### src/rtl/pll_lock_sequencer.sv
// PLL power-up / lock-loss sequencer for the iCE40 SB_PLL40_CORE, clocked from the reference clock.
// Holds the PLL in reset, waits for a stable lock with timeout and retry budget, then releases the core.
module pll_lock_sequencer #(
  parameter int RST_CYCLES     = 16,
  parameter int LOCK_TIMEOUT   = 4096,
  parameter int STABLE_CYCLES  = 256,
  parameter int MAX_RETRIES    = 3,
  parameter int BYPASS_ON_FAIL = 1,
  parameter int CNT_W          = 16
) (
  input  logic       clk,
  input  logic       reset_n,
  input  logic       locked,
  input  logic       restart,
  output logic       pll_resetb,
  output logic       pll_bypass,
  output logic       sys_reset_n,
  output logic       ready,
  output logic       fail,
  output logic       lock_lost,
  output logic [3:0] retries,
  output logic [2:0] dbg_state
);

  typedef enum logic [2:0] {
    S_RESET  = 3'd0,
    S_WAIT   = 3'd1,
    S_STABLE = 3'd2,
    S_RUN    = 3'd3,
    S_FAIL   = 3'd4
  } state_t;

  localparam logic [CNT_W-1:0] L_RST_LAST    = CNT_W'(RST_CYCLES - 1);
  localparam logic [CNT_W-1:0] L_TIMEOUT_LAST = CNT_W'(LOCK_TIMEOUT - 1);
  localparam logic [CNT_W-1:0] L_STABLE_LAST = CNT_W'(STABLE_CYCLES - 1);
  localparam logic [3:0]       L_MAX_RETRIES = 4'(MAX_RETRIES);
  localparam logic             L_BYPASS      = (BYPASS_ON_FAIL != 0);

  state_t           r_state;
  state_t           w_next_state;
  logic [CNT_W-1:0] r_cnt;
  logic [CNT_W-1:0] w_next_cnt;
  logic [3:0]       r_retries;
  logic [3:0]       w_next_retries;
  logic             w_lock_lost;
  logic             r_sync1;
  logic             r_lock_s;
  logic             r_pll_resetb;
  logic             r_pll_bypass;
  logic             r_sys_reset_n;
  logic             r_ready;
  logic             r_fail;
  logic             r_lock_lost;

  // LOCK comes from the PLL analog block, so it is asynchronous to the reference clock.
  always_ff @(posedge clk or negedge reset_n) begin
    if (!reset_n) begin
      r_sync1  <= 1'b0;
      r_lock_s <= 1'b0;
    end else begin
      r_sync1  <= locked;
      r_lock_s <= r_sync1;
    end
  end

  always_comb begin
    w_next_state   = r_state;
    w_next_cnt     = r_cnt;
    w_next_retries = r_retries;
    w_lock_lost    = 1'b0;
    if (restart) begin
      w_next_state   = S_RESET;
      w_next_cnt     = '0;
      w_next_retries = '0;
    end else begin
      case (r_state)
        S_RESET: begin
          if (r_cnt == L_RST_LAST) begin
            w_next_state = S_WAIT;
            w_next_cnt   = '0;
          end else begin
            w_next_cnt = r_cnt + CNT_W'(1);
          end
        end
        S_WAIT: begin
          if (r_lock_s) begin
            w_next_state = S_STABLE;
            w_next_cnt   = '0;
          end else if (r_cnt == L_TIMEOUT_LAST) begin
            w_next_cnt = '0;
            if (r_retries == L_MAX_RETRIES) begin
              w_next_state = S_FAIL;
            end else begin
              w_next_state = S_RESET;
              if (r_retries != 4'd15) w_next_retries = r_retries + 4'd1;
            end
          end else begin
            w_next_cnt = r_cnt + CNT_W'(1);
          end
        end
        S_STABLE: begin
          // A dropout restarts the lock timeout but is not charged as a retry.
          if (!r_lock_s) begin
            w_next_state = S_WAIT;
            w_next_cnt   = '0;
          end else if (r_cnt == L_STABLE_LAST) begin
            w_next_state   = S_RUN;
            w_next_cnt     = '0;
            w_next_retries = '0;
          end else begin
            w_next_cnt = r_cnt + CNT_W'(1);
          end
        end
        S_RUN: begin
          w_next_cnt = '0;
          if (!r_lock_s) begin
            w_next_state = S_RESET;
            w_lock_lost  = 1'b1;
          end
        end
        S_FAIL: begin
          w_next_cnt = '0;
        end
        default: begin
          w_next_state = S_RESET;
          w_next_cnt   = '0;
        end
      endcase
    end
  end

  // Outputs are decoded from the next state so they switch on the same edge as the state.
  always_ff @(posedge clk or negedge reset_n) begin
    if (!reset_n) begin
      r_state       <= S_RESET;
      r_cnt         <= '0;
      r_retries     <= '0;
      r_pll_resetb  <= 1'b0;
      r_pll_bypass  <= 1'b0;
      r_sys_reset_n <= 1'b0;
      r_ready       <= 1'b0;
      r_fail        <= 1'b0;
      r_lock_lost   <= 1'b0;
    end else begin
      r_state       <= w_next_state;
      r_cnt         <= w_next_cnt;
      r_retries     <= w_next_retries;
      r_pll_resetb  <= (w_next_state != S_RESET);
      r_pll_bypass  <= (w_next_state == S_FAIL) && L_BYPASS;
      r_sys_reset_n <= (w_next_state == S_RUN) || ((w_next_state == S_FAIL) && L_BYPASS);
      r_ready       <= (w_next_state == S_RUN);
      r_fail        <= (w_next_state == S_FAIL);
      r_lock_lost   <= w_lock_lost;
    end
  end

  assign pll_resetb  = r_pll_resetb;
  assign pll_bypass  = r_pll_bypass;
  assign sys_reset_n = r_sys_reset_n;
  assign ready       = r_ready;
  assign fail        = r_fail;
  assign lock_lost   = r_lock_lost;
  assign retries     = r_retries;
  assign dbg_state   = r_state;

endmodule
### config.mk
export PLATFORM = sky130hd
export DESIGN_NAME = pll_lock_sequencer
export DESIGN_NICKNAME = d
export VERILOG_FILES = /design/src/rtl/pll_lock_sequencer.sv
export SDC_FILE = /design/constraint.sdc
export NUM_CORES = 1
export LEC_CHECK = 0
export BUFFER_PORTS_ARGS = -buffer_cell sky130_fd_sc_hd__clkbuf_2
export CORE_ASPECT_RATIO = 0.7
export CORE_UTILIZATION = 60
export CTS_BUF_LIST = sky130_fd_sc_hd__clkbuf_4
export CTS_CLUSTER_SIZE = 30
export DETAILED_ROUTE_END_ITERATION = 10
export GPL_ROUTABILITY_DRIVEN = 0
export PLACE_DENSITY_LB_ADDON = 0.3
export SYNTH_ARGS = -nofsm -noshare
export SYNTH_HDL_FRONTEND = slang
export SYNTH_SLANG_ARGS = --single-unit
### constraint.sdc
create_clock -name clk -period 2.8 [get_ports clk]
set_input_delay 0.14 -clock clk [delete_from_list [all_inputs] [get_ports clk]]
set_output_delay 0.14 -clock clk [all_outputs]
set_load 0.005 [all_outputs]
==> results of run 1 <==
## what timing repair did
item / in CTS / in global routing
endpoints found under the hold margin: 31 / 0
gates resized for setup: 0 / 0
hold buffers: 2 / 0
## final cells by class
| class | instances | area share, % |
|---|---|---|
| sequential | 30 | 45.1 |
| clock buffer | 6 | 2.70 |
| timing repair buffer | 18 | 6.01 |
| multi-input combinational | 105 | 41.9 |
| tap | 32 | 2.40 |
| inverter | 6 | 1.35 |
| clock inverter | 2 | 0.526 |
## where the power goes
part	internal [uW]	switching, uW	total [uW]
Clock	104	138	241
Sequential	438	4.80	443
Combinational	9.77	19.8	29.6
## worst max-delay path by stage
stage,startpoint,cells past startpoint,slack [ps],end
6_report,r_cnt[12],5,340,r_cnt[12]
2_1_floorplan,r_cnt[12],5,580,pll_resetb
3_3_place_gp,r_cnt[12],5,440,r_cnt[6]
5_1_grt,r_cnt[12],5,190,r_cnt[14]
3_5_place_dp,r_cnt[12],5,380,r_cnt[12]
4_1_cts,r_cnt[12],5,350,r_cnt[12]
## layer usage
metal,up-vias,global-route usage (%),wire (microns)
met5,-,0,0
met2,37,36.3,1260
met1,564,34.8,1310
met4,0,9.33,36
met3,6,7.76,152
li1,550,-,-
## cells in the mapped netlist
| library cell | instances |
|---|---|
| ha_1 | 2 |
| nor4_1 | 3 |
| o2bb2ai_1 | 1 |
| nand2_1 | 9 |
| xor2_1 | 8 |
| xnor2_1 | 7 |
| buf_6 | 1 |
| nand2b_1 | 2 |
| clkdlybuf4s15_1 | 1 |
| or2b_2 | 1 |
| nand3_1 | 4 |
| and4_1 | 1 |
| or4_4 | 1 |
| or4_1 | 3 |
| dfrtp_1 | 30 |
| and3_1 | 1 |
| o311a_1 | 1 |
| inv_1 | 6 |
| o311ai_4 | 1 |
| nor3_1 | 3 |
| nor2_2 | 1 |
| nor4_4 | 2 |
| mux2i_1 | 1 |
| or3_1 | 2 |
| or4b_2 | 1 |
| a31oi_1 | 1 |
| o2111a_1 | 1 |
| a21oi_1 | 3 |
| o21ai_0 | 3 |
| a2111oi_0 | 1 |
| and4b_2 | 1 |
| nor4b_1 | 1 |
| o21a_1 | 1 |
| a22oi_1 | 2 |
| buf_4 | 2 |
| nor3b_1 | 1 |
| nor2b_1 | 2 |
| nand4_1 | 5 |
| nor2_1 | 27 |
| or2_2 | 1 |
## logic make-up after synthesis
kind of cell / synth area share (%)
buffers and inverters: 3.90
adders and majority gates: 1.66
xor gates and xnor gates: 8.71
muxes: 0.664
DFF: 49.8
AOI/OAI and AO/OA: 8.22
and+or+nand+nor: 27.1
## stage by stage
stage                     hold WS (ps)  instances
after floorplan                   -156        145
after global placement             218        189
after detailed placement           228        189
after CTS                         67.1        199
after global routing              81.8        199
final                             77.9        199
## flip-flops by register name, summed over array words and instances (netlist names)
signal       flops
lock_lost        1
sys_reset_n      1
r_sync1          1
pll_resetb       1
dbg_state        3
retries          4
r_cnt           16
fail             1
r_lock_s         1
ready            1
## worst max-delay path, stage by stage (launching register included)
cell      delay, ps
dfrtp_1         430
or4_4           610
nor4_4          400
nor2_2          100
o311ai_4        650
nor2_1          120
==> out/results.ini, run 1 <==
[synth]
synth_top_cell_by_area = dfrtp_1
synth_cell_types = 40
syn_area_per_cell_sq_um = 10.4
synth_top_area_share_pct = 49.8
syn-num-nets = 151
ys_seq_area_share_pct = 49.8
netlist_instances = 145
yosysWarnings = 0
syn-cell-area_sq_mm = 0.00151
ys_ff_latch = 30
synth_area_leaders = dfrtp_1, nor2_1, xor2_1, xnor2_1, nor4_4

[setup_path]
endpoint_kind = flop
worstReg2RegEnd = r_cnt[12]
r2r_start = r_cnt[12]
critPathMaxFanout = 16
arrival_ps = 2630
ff2ff_setup_slack_ps = 340
critPathLaunchType = flop
critPathKind = reg2reg
cp.required_ps = 2970
r2r.worst_path.cells = 5

[clock_tree]
clock_latency_ps = 320
cts_sinks = 30
clockBufferDepth = 2
cts_tree = yes
htree_levels = 2
clock-root-buffer = clkbuf_4
clkTransAtPathRegs_ps = 90
cts_buffers = 5
post_cts_buffers = 0

[grt]
grt_pass1_vias = 1066
grt.total_usage_pct = 24.9
antenna_found_initial = 0
grt_pass1_wl_mm = 4.75
grt_max_degree = 31
grt_overflow = 0

[power]
leakage_uw = 0.000758
finalPower_uw = 714
power-per-cell-area_mw_per_mm2 = 429
ir_drop_v = 0.000319

[floorplan]
ios = 17
row_count = 14
die-area_sq_mm = 0.00272
die_y_microns = 43.9
die_x_microns = 61.9
core_sq_mm = 0.00226
initial_core_util_pct = 66.7

[placement]
placed_area_sq_mm = 0.00159
dp_hpwl_mm = 1.95
place_ws_ps = 384
io_buffers = 16

[finish]
multiInputGateArea_sq_um = 698
utilization_pct = 73.7
finish.instance_area_sq_mm = 0.00167
num_antenna_cells = 0
area_delta_synth_final_pct = 10.5
n_fill_cell = 152
layout-drive-gt1-share_pct = 19.2
layout.nets = 172
final_common_cell = dfrtp_1
seq_area_sq_um = 751
most-common-layout-cells = dfrtp_1, nor2_1, clkbuf_2

[timing]
max_slew_margin_pct = 52.6
fmax_mhz = 407
tns_ps = 0
period_minus_slack_ps = 2460
finalHoldViolCount = 0
clock_skew_ps = 8.44
slew_violations = 0
grt_setup_unrepaired = no
setup_viol = 0
worst_slack_ps = 344
period_share_pct = 87.7
tightestPinTransition_ps = 711

[worst_hold_path]
hold_end = retries[3]
min_delay_path_depth = 2
hold_class = in2reg
hp-start = restart

[routing]
drcViolationCount = 0
drt_pre_antenna_iters = 4
vias = 1157
drt_iter0_drc = 61
ant_nets = 0
vias_per_cell = 5.81
wl_mm = 2.76
post_drt_wl_per_cell_microns = 13.9

[run]
max_cap_violations = 0

[run_status]
status = completed

Power figures use the tool's default switching activity.
==> run 2, diff against run 1 <==
==> constraint.sdc (replaced) <==
create_clock -name clk -period 2.8 [get_ports clk]
set_input_delay 0.42 -clock clk [delete_from_list [all_inputs] [get_ports clk]]
set_output_delay 0.42 -clock clk [all_outputs]
set_load 0.005 [all_outputs]
==> run 2 against run 1 <==
  * Global-route usage grew 0.13 points
  * Clock skew grew 1.3 ps
  * Clock power is essentially flat
  * Sequential share of layout area grew 0.55 points
  * Hold slack gained 64 ps
  * Cell area shrank 1.2%
  * Critical path type unchanged
  * Final cell count shrank 1.0%
  * First-iteration DRC count shrank 18%
  * Sequential power is essentially flat
  * Combinational power shrank 7.4%
  * Largest power group unchanged
==> out/results.ini, run 2 (synthesis gave the netlist of run 1 again) <==
[floorplan]
core_sq_mm = 0.00226
die-area_sq_mm = 0.00272
die_y_microns = 43.9
row_count = 14
initial_core_util_pct = 66.7
die_x_microns = 61.9
ios = 17

[timing]
slew_violations = 0
tns_ps = 0
worst_slack_ps = 340
finalHoldViolCount = 0
tightestPinTransition_ps = 712
period_share_pct = 87.9
max_slew_margin_pct = 52.5
setup_viol = 0
fmax_mhz = 407
grt_setup_unrepaired = no
clock_skew_ps = 9.77
period_minus_slack_ps = 2460

[routing]
vias_per_cell = 5.85
drt_iter0_drc = 50
drcViolationCount = 0
post_drt_wl_per_cell_microns = 13.9
vias = 1152
ant_nets = 0
drt_pre_antenna_iters = 4
wl_mm = 2.74

[setup_path]
arrival_ps = 2630
endpoint_kind = flop
critPathKind = reg2reg
cp.required_ps = 2970
critPathSlowestCell = o311ai_4
max_stage_delay_ps = 640
ff2ff_setup_slack_ps = 340
critPathLaunchType = flop
worstPathCellList = or4_4 > nor4_1 > nor2b_1 > o311ai_4 > nor2_1
critPathMaxFanout = 16

[placement]
place_ws_ps = 384
dp_hpwl_mm = 1.95
io_buffers = 16

[clock_tree]
cts_buffers = 5
cts.repair.resized = 0
clock_latency_ps = 320
clockBufferDepth = 2
htree_levels = 2
cts_sinks = 30
hold_buffers = 0
post_cts_buffers = 0
clkTransAtPathRegs_ps = 90
clock-root-buffer = clkbuf_4
cts_tree = yes

[power]
ir_drop_v = 0.000314
power-per-cell-area_mw_per_mm2 = 433
leakage_uw = 0.000750

[worst_hold_path]
hold_class = in2async

[grt]
antenna_found_initial = 0
grt.total_usage_pct = 25.0
grt_max_degree = 31
grt_pass1_wl_mm = 4.75
grt_pass1_vias = 1057
grt_overflow = 0

[run]
max_cap_violations = 0

[finish]
num_antenna_cells = 0
final_common_cell = dfrtp_1
area_delta_synth_final_pct = 9.13
layout-drive-gt1-share_pct = 19.4
largest_reg_flops = 16
most-common-layout-cells = dfrtp_1, nor2_1, clkbuf_2
layout.nets = 170
multiInputGateArea_sq_um = 698
regMostFlops = r_cnt
n_fill_cell = 154
seq_area_sq_um = 751

[run_status]
status = completed

run 2: changes by cell type in the layout (fill, tap and decap cells not counted), sizes merged:
cell and change:
dlygate4sd3 -2
run 2: metal layers:
metal / wire length (microns) / up-vias / global-route usage [%]
met5: 0 / - / 0
met4: 36 / 0 / 9.33
li1: - / 546 / -
met1: 1300 / 568 / 35.1
met2: 1270 / 32 / 36.3
met3: 137 / 6 / 7.76
run 2: worst max-delay path: cells and delay by family, from the launching register on:
kind	cells	cell delay, ps
AO/OA/AOI/OAI	1	640
flip-flops	1	430
AND/OR/NAND/NOR	4	1250
run 2: path summary, 6_finish.rpt:
kind / from / endpoint / depth (start not counted)
hold reg to reg: r_sync1 / r_lock_s / 0
setup reg to reg: r_cnt[12] / r_cnt[12] / 5
setup / recovery: r_cnt[12] / r_cnt[12] / 5
min in group clk: locked / r_sync1 / 1
max in group asynchronous: reset_n / lock_lost / 1
hold / removal: reset_n / r_cnt[5] / 1
run 2: area by class of cell:
| class | instances | share of cell area, % |
|---|---|---|
| sequential | 30 | 45.6 |
| multi-input combinational | 105 | 42.4 |
| tap | 32 | 2.43 |
| clock buffer | 6 | 2.74 |
| inverter | 6 | 1.37 |
| clock inverter | 2 | 0.532 |
| timing repair buffer | 16 | 4.87 |
run 2: power by group:
| part | switching, uW | internal (uW) |
|---|---|---|
| clock | 138 | 104 |
| sequential | 4.82 | 438 |
| combinational | 19.4 | 7.97 |
| total | 162 | 550 |
run 2: per-stage QoR:
stage	hold WS (ps)	total power, uW	std cells	cell area (sq um)	utilization, %
final	142	712	197	1650	72.8
after global routing	185	741	197	1650	72.8
after CTS	163	718	197	1650	72.8
after detailed placement	337	479	189	1590	70.4
after global placement	334	478	189	1590	70.4
after floorplan	124	467	145	1510	-
